**config.mk**
```make
export PLATFORM = sky130hd
export DESIGN_NAME = interrupt_controller
export DESIGN_NICKNAME = d
export VERILOG_FILES = /design/src/rtl/cp0_if_pkg.sv /design/src/rtl/irq_priority_enc.sv /design/src/rtl/interrupt_controller.sv
export SDC_FILE = /design/constraint.sdc
export NUM_CORES = 1
export LEC_CHECK = 0
export BUFFER_PORTS_ARGS = -buffer_cell sky130_fd_sc_hd__buf_4
export CORE_UTILIZATION = 40
export DETAILED_ROUTE_END_ITERATION = 10
export PLACE_DENSITY_LB_ADDON = 0.08
export SLEW_MARGIN = 20
export SYNTH_ARGS = -nofsm -noshare
export SYNTH_HDL_FRONTEND = slang
export SYNTH_HIERARCHICAL = 1
export SYNTH_SLANG_ARGS = --single-unit
export TNS_END_PERCENT = 100
```
**constraint.sdc**
```tcl
create_clock -name clk -period 3.2 [get_ports clk]
set_input_delay 0.48 -clock clk [delete_from_list [all_inputs] [get_ports clk]]
set_output_delay 0.48 -clock clk [all_outputs]
set_load 0.01 [all_outputs]
```
**src/rtl/cp0_if_pkg.sv**
```systemverilog
// Constants shared between the interrupt controller and CP0 software decoding:
// register map, request FSM encoding and cause/status field positions.
package cp0_if_pkg;

    localparam logic [1:0] PENDING_ADR = 2'd0;
    localparam logic [1:0] MASK_ADR    = 2'd1;
    localparam logic [1:0] STATUS_ADR  = 2'd2;

    typedef enum logic [1:0] {
        IDLE = 2'd0,
        REQ  = 2'd1,
        GAP  = 2'd2
    } irq_state_t;

    localparam int CAUSE_ID_LSB     = 0;
    localparam int STATUS_INT_BIT   = 0;
    localparam int STATUS_GRANT_LSB = 8;

endpackage

```
**src/rtl/irq_priority_enc.sv**
```systemverilog
// Fixed-priority encoder: index of the lowest set request bit, plus a valid flag.
module irq_priority_enc #(
    parameter int N = 8,
    parameter int W = 5
) (
    input  logic [N-1:0] req,
    output logic [W-1:0] idx,
    output logic         valid
);

    // NOTE: every always_comb output gets a default first, so no path can infer a latch.
    always_comb begin
        idx   = '0;
        valid = 1'b0;
        // Scanning downward lets the lowest set index be the last one written.
        for (int i = N - 1; i >= 0; i--) begin
            if (req[i]) begin
                idx   = W'(i);
                valid = 1'b1;
            end
        end
    end

endmodule

```
**src/rtl/interrupt_controller.sv**
```systemverilog
// Collects device IRQ edges into Pending, applies Mask and fixed priority, and
// presents one request at a time to CP0 until it answers with InteAccept.
module interrupt_controller
    import cp0_if_pkg::*;
#(
    parameter int N_SRC = 8,
    parameter int ID_W  = 5
) (
    input  logic             clk,
    input  logic             rst,
    input  logic [N_SRC-1:0] IrqIn,
    input  logic [1:0]       CtrlAdr,
    input  logic [31:0]      CtrlWdata,
    input  logic             CtrlWrite,
    output logic [31:0]      CtrlData,
    output logic             Interrupt,
    output logic [31:0]      InteCause,
    input  logic             InteAccept
);

    irq_state_t       state, state_next;
    logic [N_SRC-1:0] irq_prev, pending, mask;
    logic [N_SRC-1:0] irq_event, eligible, clr;
    logic [ID_W-1:0]  grant, enc_idx;
    logic             enc_valid, take_req, ack_clr, pend_write;
    logic [31:0]      status_word, rdata;
    logic             unused_wdata;

    assign irq_event    = IrqIn & ~irq_prev;
    assign eligible     = pending & mask;
    assign pend_write   = CtrlWrite && (CtrlAdr == PENDING_ADR);
    assign unused_wdata = ^CtrlWdata;

    irq_priority_enc #(.N(N_SRC), .W(ID_W)) u_enc (
        .req   (eligible),
        .idx   (enc_idx),
        .valid (enc_valid)
    );

    // NOTE: sequential state uses non-blocking assignments so every register sees pre-edge values.
    always_ff @(posedge clk) begin
        if (rst) state <= IDLE;
        else     state <= state_next;
    end

    always_comb begin
        state_next = state;
        take_req   = 1'b0;
        ack_clr    = 1'b0;
        case (state)
            IDLE: if (enc_valid) begin
                take_req   = 1'b1;
                state_next = REQ;
            end
            REQ: if (InteAccept) begin
                ack_clr    = 1'b1;
                state_next = GAP;
            end
            GAP:     state_next = IDLE;
            default: state_next = IDLE;
        endcase
    end

    always_comb begin
        clr = '0;
        for (int i = 0; i < N_SRC; i++) begin
            clr[i] = (pend_write && CtrlWdata[i]) || (ack_clr && (grant == ID_W'(i)));
        end
    end

    always_comb begin
        status_word = '0;
        status_word[STATUS_INT_BIT] = Interrupt;
        status_word[STATUS_GRANT_LSB +: ID_W] = grant;
    end

    always_comb begin
        rdata = '0;
        case (CtrlAdr)
            PENDING_ADR: rdata = 32'(pending);
            MASK_ADR:    rdata = 32'(mask);
            STATUS_ADR:  rdata = status_word;
            default:     rdata = '0;
        endcase
    end

    always_ff @(posedge clk) begin
        if (rst) begin
            irq_prev  <= '0;
            pending   <= '0;
            mask      <= '0;
            grant     <= '0;
            Interrupt <= 1'b0;
            InteCause <= '0;
            CtrlData  <= '0;
        end else begin
            irq_prev <= IrqIn;
            // A fresh edge always re-sets its bit, even when cleared this same cycle.
            pending  <= irq_event | (pending & ~clr);
            if (CtrlWrite && (CtrlAdr == MASK_ADR))
                mask <= CtrlWdata[N_SRC-1:0];
            if (take_req) begin
                grant     <= enc_idx;
                Interrupt <= 1'b1;
                InteCause <= 32'(enc_idx) << CAUSE_ID_LSB;
            end else if (ack_clr) begin
                Interrupt <= 1'b0;
            end
            CtrlData <= rdata;
        end
    end

endmodule
```
==> impl_metrics.yaml <==
setup_path:
  path_delay_family: "simple AND/OR/NAND/NOR gates"
  arrival_ps: 1840
  end_kind: "flip-flop"
  worst-path-buf-inv: 0
  timing.critical_path.slowest_stage_cell: "sky130_fd_sc_hd__nor3b_2"
  cp_data_required_time_ps: 3380
  worst_setup_path_start_kind: "flip-flop"
  path_class: "flip-flop to flip-flop"
  critical_path_peak_fanout: 5
  critical_path.max_stage_delay_ps: 470
  crit_path_cell_chain: "and2_1 -> nor4_2 -> nand2_1 -> nor3b_2 -> mux2i_1 -> nor2_1"
drt:
  initialDrtViolationCount: 59
  route.antenna.remaining_nets: 0
  detail_route.wirelength_um: 3856
  drcViolationCount: 0
  wire_per_inst_um: 11.27
  num_vias: 1488
  via_per_inst: 4.351
  detail_route.first_pass.iterations: 4
sta:
  final-max-slew-violation-count: 0
  aggregate_negative_setup_slack_ps: 0
  relSlewSlack_pct: 59.49
  tightestPinTransition_ps: 605.0
  min_period_ps: 1667
  fin_crit_sh_pct: 52.09
  final-setup-viol-count: 0
  hold_violations: 0
  finClkSkew_ps: 4.557
  rsz0062_at_grt: "no"
  clock.fmax_mhz: 599.9
synth:
  post_synth_num_cell_types: 38
  avgSynthCellArea_um2: 9.373
  synth_sequential_area_ratio_pct: 41.07
  post-synth-top-area-cell: "sky130_fd_sc_hd__dfxtp_1"
  mappedNetlistArea_um2: 2193
  most_instantiated_library_cell_after_synthesis: "sky130_fd_sc_hd__buf_4"
  synth_common_cells: "sky130_fd_sc_hd__buf_4 (48), sky130_fd_sc_hd__dfxtp_1 (45), sky130_fd_sc_hd__nor2_1 (24)"
  dominantRegCellSynth: "sky130_fd_sc_hd__dfxtp_1"
  ys_ff_latch: 45
  postSynthCellCount: 234
  synth_enable_flop_cells: 0
  synth_async_sr_flop_share_pct: 0
  synth.top_cell.area_share_pct: 41.07
  synthesis.yosys.warnings: 6
  ys_top_cells_by_area: "sky130_fd_sc_hd__dfxtp_1 (41%), sky130_fd_sc_hd__buf_4 (16%), sky130_fd_sc_hd__mux2i_1 (10%), sky130_fd_sc_hd__nor2b_1 (5.1%), sky130_fd_sc_hd__nor2_1 (4.1%)"
finish:
  post_route_cells_drive_above_1_share_pct: 19.12
  finish.instance_area_um2: 2469
  antenna-diode-count: 0
  nets: 317
  finalCoreUtilization_pct: 47.43
  syn_to_final_growth_pct: 12.55
global_route:
  grt_total_ovfl: 0
  antenna_found_initial: 0
  grt_use_total_pct: 14.38
  first_pass_grt_wire_length_um: 6520
  grt_pass1_vias: 1322
  grt_start_max_net_pins: 30
cts:
  post_cts_resize_count: 0
  worst_skew_pair.late_latency_ps: 290
  clk_path_buf_depth: 2
  cts.reportedPaths.clkPinSlew_ps: 80
  cts_hold_buf: 0
  cts_htree_levels: 2
  cts_tree: "yes"
  numClockSinks: 45
  clock_tree.root_cell: "sky130_fd_sc_hd__clkbuf_8"
  post-cts-setup-buffer-count: 0
  cts_buffers: 5
power_and_ir_drop:
  ir_drop_mv: 0.1718
  cellPowerDensity_nw_per_um2: 475.4
  static-leakage-power_nw: 1.179
placed_design:
  placedInstanceArea_um2: 2357
  place_congestion: 0.7227
  buffers_added_on_ports: 40
  post-dp-hpwl_um: 2886
floorplanning:
  design.die.area_um2: 5784
  overall_die_height_um: 76.05
  core_region_area_um2: 5205
  fp_rows: 26
  ios: 111
  die-width_um: 76.05
  initial_core_util_pct: 42.14
hold_path:
  worst_hold_path_type: "input pin to flip-flop"
run_status:
  status: "finished, final reports clean"
run:
  cap_viol_max_count: 0
metrics by stage:
step           worst slack [ps]  total power (W)  std cells  hold WS (ps)
2_1_floorplan              1778        0.0007579        280         436.4
6_report                   1533         0.001173        342         421.6
5_1_grt                    1373         0.001239        342         429.3
4_1_cts                    1527         0.001192        342         417.5
3_3_place_gp               1517        0.0007645        334         454.5
3_5_place_dp               1523        0.0007663        334         456.4
sequential cells by signal (all words and copies together) (netlist names):
register	count
Interrupt	1
state	2
mask	8
CtrlData	13
grant	5
irq_prev	8
pending	8
final cells by class:
class                      instances  area, µm²
tap                               70      87.58
sequential                        45      900.9
timing repair buffer              40      300.3
inverter                           5      18.77
multi-input combinational        174       1050
clock buffer                       6      72.57
fill                             540       2736
clock inverter                     2      38.79
metal layers:
layer | vias up | share of wire, % | global-route usage, %
met5 | - | 0 | 0
met2 | 68 | 44 | 21.45
li1 | 760 | - | -
met1 | 654 | 48 | 19.91
met4 | 0 | 1.8 | 6.346
met3 | 6 | 5.4 | 3.114
logic make-up after synthesis:
family	count (synthesis)	share of synthesized area (%)
mux	22	10.04
buf+inv	61	18.94
simple gates	86	22.93
flops	45	41.07
compound gates	18	6.675
other cells	2	0.3424
final timing paths:
check               from           to  slack (ps)  depth (start not counted)
max reg2reg      mask[2]     grant[0]        1530                          6
min             IrqIn[7]  irq_prev[7]         420                          2
max              mask[2]     grant[0]        1530                          6
min reg2reg  irq_prev[5]   pending[5]         470                          2
cells in the final DEF (no fill, tap or decap), types with 2 or more instances in the layout:
| cell type | instances |
|---|---|
| sky130_fd_sc_hd__a21oi_1 | 2 |
| sky130_fd_sc_hd__a41o_1 | 7 |
| sky130_fd_sc_hd__and2_1 | 13 |
| sky130_fd_sc_hd__buf_4 | 40 |
| sky130_fd_sc_hd__clkbuf_8 | 5 |
| sky130_fd_sc_hd__conb_1 | 48 |
| sky130_fd_sc_hd__dfxtp_1 | 45 |
| sky130_fd_sc_hd__inv_1 | 5 |
| sky130_fd_sc_hd__mux2i_1 | 22 |
| sky130_fd_sc_hd__nand2_1 | 8 |
| sky130_fd_sc_hd__nand3b_1 | 3 |
| sky130_fd_sc_hd__nand4_1 | 2 |
| sky130_fd_sc_hd__nand4b_1 | 2 |
| sky130_fd_sc_hd__nor2_1 | 24 |
| sky130_fd_sc_hd__nor2b_1 | 18 |
| sky130_fd_sc_hd__nor3_1 | 2 |
| sky130_fd_sc_hd__nor3b_2 | 2 |
| sky130_fd_sc_hd__nor4b_1 | 2 |
| sky130_fd_sc_hd__o21ai_0 | 2 |
| sky130_fd_sc_hd__o21bai_1 | 2 |
power by group:
group	total [W]	internal [W]	leakage [nW]	switching (W)
logic	0.000144	0.0000656	0.755	0.0000785
clock network	0.000421	0.000234	0.0554	0.000187
registers	0.000608	0.000588	0.369	0.0000203
No activity file was read; power rests on OpenSTA's default activity.
